==> src/rtl/nibble_exec_core_if.sv <==
// Instruction handshake bundle for nibble_exec_core.
// Master drives instr/instr_valid, core answers with instr_ready.
interface nibble_exec_core_if #(
  parameter int INSTR_W = 11
) ();
  logic [INSTR_W-1:0] instr;
  logic               instr_valid;
  logic               instr_ready;

  modport master (
    output instr,
    output instr_valid,
    input  instr_ready
  );

  modport slave (
    input  instr,
    input  instr_valid,
    output instr_ready
  );
endinterface

==> src/rtl/nibble_exec_core.sv <==
// Two-stage decode/execute accumulator core.
// Register 0 is the accumulator; carry records add/sub overflow.
module nibble_exec_core #(
  parameter  int DATA_W   = 4,
  parameter  int NUM_REGS = 8,
  localparam int REG_AW   = $clog2(NUM_REGS),
  localparam int INSTR_W  = 4 + REG_AW + DATA_W
) (
  input  logic               clk,
  input  logic               rst_n,
  nibble_exec_core_if.slave  bus,
  input  logic               hold,
  input  logic [REG_AW-1:0]  dbg_addr,
  output logic [DATA_W-1:0]  dbg_data,
  output logic [DATA_W-1:0]  acc_out,
  output logic               carry,
  output logic [15:0]        op_onehot,
  output logic               illegal_op
);

  typedef struct packed {
    logic              valid;
    logic [REG_AW-1:0] rd;
    logic [DATA_W-1:0] opnd;
  } de_t;

  de_t               de_q;
  logic [DATA_W-1:0] rf [NUM_REGS];

  logic              xfer;
  logic [3:0]        d_op;
  logic [REG_AW-1:0] d_rd;
  logic [DATA_W-1:0] d_opnd;

  logic [REG_AW-1:0] rs;
  logic [DATA_W-1:0] a;
  logic [DATA_W-1:0] b;
  logic [DATA_W:0]   sum;
  logic [DATA_W:0]   diff;
  logic              cin;

  logic              wr_en;
  logic [DATA_W-1:0] wr_data;
  logic              c_en;
  logic              c_nxt;

  assign bus.instr_ready = rst_n & ~hold;
  assign xfer   = bus.instr_valid & bus.instr_ready;
  assign d_op   = bus.instr[INSTR_W-1 -: 4];
  assign d_rd   = bus.instr[DATA_W +: REG_AW];
  assign d_opnd = bus.instr[DATA_W-1:0];

  assign dbg_data = rf[dbg_addr];
  assign acc_out  = rf[0];

  assign rs   = de_q.opnd[REG_AW-1:0];
  assign a    = rf[de_q.rd];
  assign b    = rf[rs];
  assign cin  = op_onehot[2] & carry;
  assign sum  = {1'b0, a} + {1'b0, b}
              + {{DATA_W{1'b0}}, cin};
  assign diff = {1'b0, a} - {1'b0, b};

  // Execute: pick writeback value and carry update for E-stage op
  always_comb begin
    wr_en   = 1'b0;
    wr_data = '0;
    c_en    = 1'b0;
    c_nxt   = 1'b0;
    unique case (1'b1)
      op_onehot[1], op_onehot[2]: begin
        wr_en   = 1'b1;
        wr_data = sum[DATA_W-1:0];
        c_en    = 1'b1;
        c_nxt   = sum[DATA_W];
      end
      op_onehot[3]: begin
        wr_en   = 1'b1;
        wr_data = b;
      end
      op_onehot[4]: begin
        wr_en   = 1'b1;
        wr_data = de_q.opnd;
      end
      op_onehot[5]: begin
        wr_en   = 1'b1;
        wr_data = diff[DATA_W-1:0];
        c_en    = 1'b1;
        c_nxt   = diff[DATA_W];
      end
      op_onehot[6]: begin
        wr_en   = 1'b1;
        wr_data = a & b;
      end
      op_onehot[7]: begin
        wr_en   = 1'b1;
        wr_data = a | b;
      end
      op_onehot[8]: begin
        wr_en   = 1'b1;
        wr_data = a ^ b;
      end
      op_onehot[9]: begin
        c_en  = 1'b1;
        c_nxt = 1'b0;
      end
      default: ;
    endcase
  end

  // Pipeline advance: writeback from E, load D from handshake
  always_ff @(posedge clk) begin
    if (!rst_n) begin
      for (int i = 0; i < NUM_REGS; i++)
        rf[i] <= '0;
      carry      <= 1'b0;
      op_onehot  <= '0;
      illegal_op <= 1'b0;
      de_q       <= '0;
    end else if (!hold) begin
      if (de_q.valid && wr_en)
        rf[de_q.rd] <= wr_data;
      if (de_q.valid && c_en)
        carry <= c_nxt;
      if (xfer) begin
        de_q <= '{valid: 1'b1,
                  rd:    d_rd,
                  opnd:  d_opnd};
        op_onehot  <= 16'(1) << d_op;
        illegal_op <= (d_op >= 4'hA);
      end else begin
        de_q       <= '0;
        op_onehot  <= '0;
        illegal_op <= 1'b0;
      end
    end
  end

endmodule

==> src/flat_wrapper.sv <==
// flat-port wrapper written by rule: the top's interface ports become plain ports
module nibble_exec_core_flat 
#(
  parameter  int DATA_W   = 4,
  parameter  int NUM_REGS = 8,
  localparam int REG_AW   = $clog2(NUM_REGS),
  localparam int INSTR_W  = 4 + REG_AW + DATA_W
)
  (clk, rst_n, hold, dbg_addr, dbg_data, acc_out, carry, op_onehot, illegal_op, bus_instr, bus_instr_valid, bus_instr_ready);
  nibble_exec_core_if #(.INSTR_W(11)) bus_i ();
  input  logic clk;
  input  logic rst_n;
  input  logic hold;
  input  logic [REG_AW-1:0] dbg_addr;
  output logic [DATA_W-1:0] dbg_data;
  output logic [DATA_W-1:0] acc_out;
  output logic carry;
  output logic [15:0] op_onehot;
  output logic illegal_op;
  input wire logic [$bits(bus_i.instr)-1:0] bus_instr;
  input wire logic [$bits(bus_i.instr_valid)-1:0] bus_instr_valid;
  output wire logic [$bits(bus_i.instr_ready)-1:0] bus_instr_ready;
  assign bus_i.instr = bus_instr;
  assign bus_i.instr_valid = bus_instr_valid;
  assign bus_instr_ready = bus_i.instr_ready;
  nibble_exec_core #(.DATA_W(DATA_W), .NUM_REGS(NUM_REGS)) u_core (.clk(clk), .rst_n(rst_n), .bus(bus_i), .hold(hold), .dbg_addr(dbg_addr), .dbg_data(dbg_data), .acc_out(acc_out), .carry(carry), .op_onehot(op_onehot), .illegal_op(illegal_op));
endmodule
==> config.mk <==
export PLATFORM = sky130hd
export DESIGN_NAME = nibble_exec_core_flat
export DESIGN_NICKNAME = d
export VERILOG_FILES = /design/src/rtl/nibble_exec_core_if.sv /design/src/rtl/nibble_exec_core.sv /design/src/flat_wrapper.sv
export SDC_FILE = /design/constraint.sdc
export NUM_CORES = 1
export LEC_CHECK = 0
export ABC_AREA = 1
export BUFFER_PORTS_ARGS = -buffer_cell sky130_fd_sc_hd__buf_4
export CAP_MARGIN = 10
export CORE_MARGIN = 8
export CORE_UTILIZATION = 40
export CTS_BUF_LIST = sky130_fd_sc_hd__clkbuf_2
export CTS_CLUSTER_SIZE = 20
export DETAILED_ROUTE_END_ITERATION = 10
export SLEW_MARGIN = 0
export SYNTH_ARGS = -nofsm -noshare
export SYNTH_HDL_FRONTEND = slang
export SYNTH_SLANG_ARGS = --single-unit
==> constraint.sdc <==
create_clock -name clk -period 2.5 [get_ports clk]
set_input_delay 0.25 -clock clk [delete_from_list [all_inputs] [get_ports clk]]
set_output_delay 0.25 -clock clk [all_outputs]
set_load 0.01 [all_outputs]
==> run metrics <==
Final ANT Viol Nets=0; Synth Area in Compound Gates=0.176; Max Fanout on Critical Path=8; most common cell in the netlist=nand2_1; outcome=complete, but fails checks; WL per Instance=approximately 16 um; Bufs on Longest Clock Path=2; ys flop type=edfxtp_1; most instantiated cells after synthesis=nand2_1, nor2_1, inv_1, a21oi_1, o21ai_0; number of flops mapped to enable cells by yosys=32; ys async rst share=0; Setup crit end kind=flop; Synth Area in Simple Gates=0.255; crit start category=flop; # nets final=643; die area=roughly 13000 sq um; CORE AREA=roughly 9200 sq um; Final Slew Violations=0; Tcrit/Tclk final=1.04; final worst slack=-89.5 ps; worst skew pair latency=between 400 and 500 ps; Layout Skew=~42 ps; synthesized area=3810 sq um; CTS Sinks=64; TNS Setup=-1400 ps; Cell Area, Placed=4570 sq um; XOR/XNOR Fraction of Synth Area=0; number of unique standard cell types used by synthesis=36; Pleak=2.11 nW; max_cap viols=0; final wirelength=11600 um; Hold Vio Cnt, Final=0; initial antenna violation count=0; Clock Power Share=0.247; synthesized flop and latch total=between 60 and 70; placed cell count=around 710; port buffer count=44; Slew @ Worst Pin=approximately 450 ps; Comb power frac=0.200; Final Critical Period=between 2000 and 3000 ps; row count=35; IO Count=45; Die Span X=114 um; Max rail drop VDD=about 0.26 mV; average size of a mapped cell=7.48 sq um; Min-Delay Path Class=in2reg; root buffer cell=clkbuf_2; failing checks=setup timing; pwr dens=418 nW/um^2; share of cells above drive strength 1=0.275; Vias/cell=about 5.1; P_int=around 0.0014 W; Worst R2R Path Depth=15; area fraction of the dominant cell type after synthesis=0.252; Synth area leader=edfxtp_1; Max Freq=approximately 0.39 GHz; WP data arrival=2820 ps; final non-filler cell total=~740; Post-Synthesis Cells=roughly 510; GRT Util Overall=0.182; multiplexer share of the synthesized area=0; hold depth=4; Die H=around 110 um; H-tree levels=3; CTS tree=yes; Final GP Congestion=about 0.97; Clock Pin Slew Worst Setup and Hold Paths=200 ps; Post-route DRC=0; Adder-Cell Fraction of Synth Area=0.0552; Crit Path Category=reg2reg; Initial Util=0.412; global-route wire length before repair=18600 um; smallest hold slack=approximately 53 ps; Area Growth Syn to Fin=30.8%; syn nets=roughly 540; First DRT Iteration DRCs=approximately 290; sequential share of power=0.552; RSZ-0062 raised after global routing=yes; Design Area, Final=4980 sq um; Via Count=about 3800; Yosys Warn Count=0; Slew headroom=0.703; Worst Path Required=between 2000 and 3000 ps; NetSw=about 0.00064 W; vias in the first global route=3845; DP HPWL=roughly 8700 um; Synth area leaders=edfxtp_1, dfxtp_1, nand2_1, nor2_1, a21oi_1; Net Sw Frac=0.308; total global routing overflow=0; Final setup viols=24; largest family of logic cells by synthesized area=simple AND/OR/NAND/NOR gates; register area share after synthesis=0.421; drt first pass iters=7; largest net degree at the start of global routing=28; Inserted Clock Buffers=9; ant diodes=0
## power groups by stage
stage | sequential (W) | clock [W] | combinational (W)
after CTS | 0.00115 | 0.000533 | 0.000385
final | 0.00115 | 0.000515 | 0.000417
after global placement | 0.00117 | 0 | 0.000343
after detailed placement | 0.00117 | 0 | 0.000347
after global routing | 0.00115 | 0.000578 | 0.000460
after floorplan | 0.00116 | 0 | 0.000202
## state kept, by name, summed over array words and instances (netlist names), named ones only
signal and cells:
u_core.de_q 8, u_core.rf 32, u_core.carry 1, u_core.illegal_op 1, u_core.op_onehot 16
## what timing repair did
item / in CTS / in global routing
gates resized for setup: 28 / 27
buffers inserted: 6 / 4
pin swaps: 14 / 13
hold endpoints to repair: 9 / 1
gates cloned: 0 / 0
hold buffers: 7 / 1
setup endpoints to repair: 25 / 33
## per-layer routing
metal,vias up,GRT usage,share of wire
met2,124,0.298,0.48
li1,1889,-,-
met4,0,0.0790,0.029
met5,-,0,0
met1,1756,0.225,0.43
met3,32,0.0386,0.063
## cell type report
| cell class | instances | area, sq um |
|---|---|---|
| Inverter | 61 | 241 |
| Clock buffer | 9 | 45.0 |
| Clock inverter | 7 | 48.8 |
| Tap cell | 129 | 161 |
| Fill cell | 903 | 4260 |
| Sequential cell | 64 | 1610 |
| Timing Repair Buffer | 108 | 900 |
| Multi-Input combinational cell | 366 | 1970 |
## logic make-up after synthesis
family / after synthesis
adders and majority gates: 15
DFF: 64
buffers and inverters: 79
and+or+nand+nor: 230
AOI/OAI and AO/OA: 121
## metrics by stage
step | utilization | setup WS (ps) | total power [W]
2_1_floorplan | - | 4.59 | 0.00136
3_3_place_gp | 0.495 | -148 | 0.00152
3_5_place_dp | 0.495 | -246 | 0.00152
4_1_cts | 0.526 | -70.8 | 0.00207
5_1_grt | 0.539 | -308 | 0.00219
6_report | 0.539 | -89.5 | 0.00208
## worst paths after layout
check | startpoint | to | slack [ps]
setup / recovery | flop | u_core.rf[4][1] | -90
hold / removal | bus_instr[8] | u_core.op_onehot[5] | 50
setup reg to reg | flop | u_core.rf[4][1] | -90
hold reg to reg | u_core.de_q[3] | u_core.de_q[3] | 490
## critical path, stage by stage, from the launching register on
cell and delay (ps):
dfxtp_4 380, buf_12 130, a21oi_2 120, o21ai_1 70, o21ai_1 70, inv_1 70, o21ai_2 150, inv_2 70
buf_6 120, ha_4 160, fa_2 530, o22ai_2 70, nor3b_2 200, nand2_2 90, clkinv_4 90, nor2_1 40
## placed cells by master, fill, tap and decap left out, types with 5 or more instances in the layout
cell type and count:
o21ai_0 34, nor2_2 8, nand2_1 101, ha_1 8, o211ai_1 6, a22oi_1 10
edfxtp_1 32, dfxtp_1 29, a21oi_2 5, clkbuf_2 9, dlygate4sd3_1 8, inv_2 8
buf_6 5, nand3_1 20, o21ai_1 16, nor2_1 80, inv_1 49, buf_4 91
a21oi_1 39
Note: power is estimated with default switching activity, not from simulation.
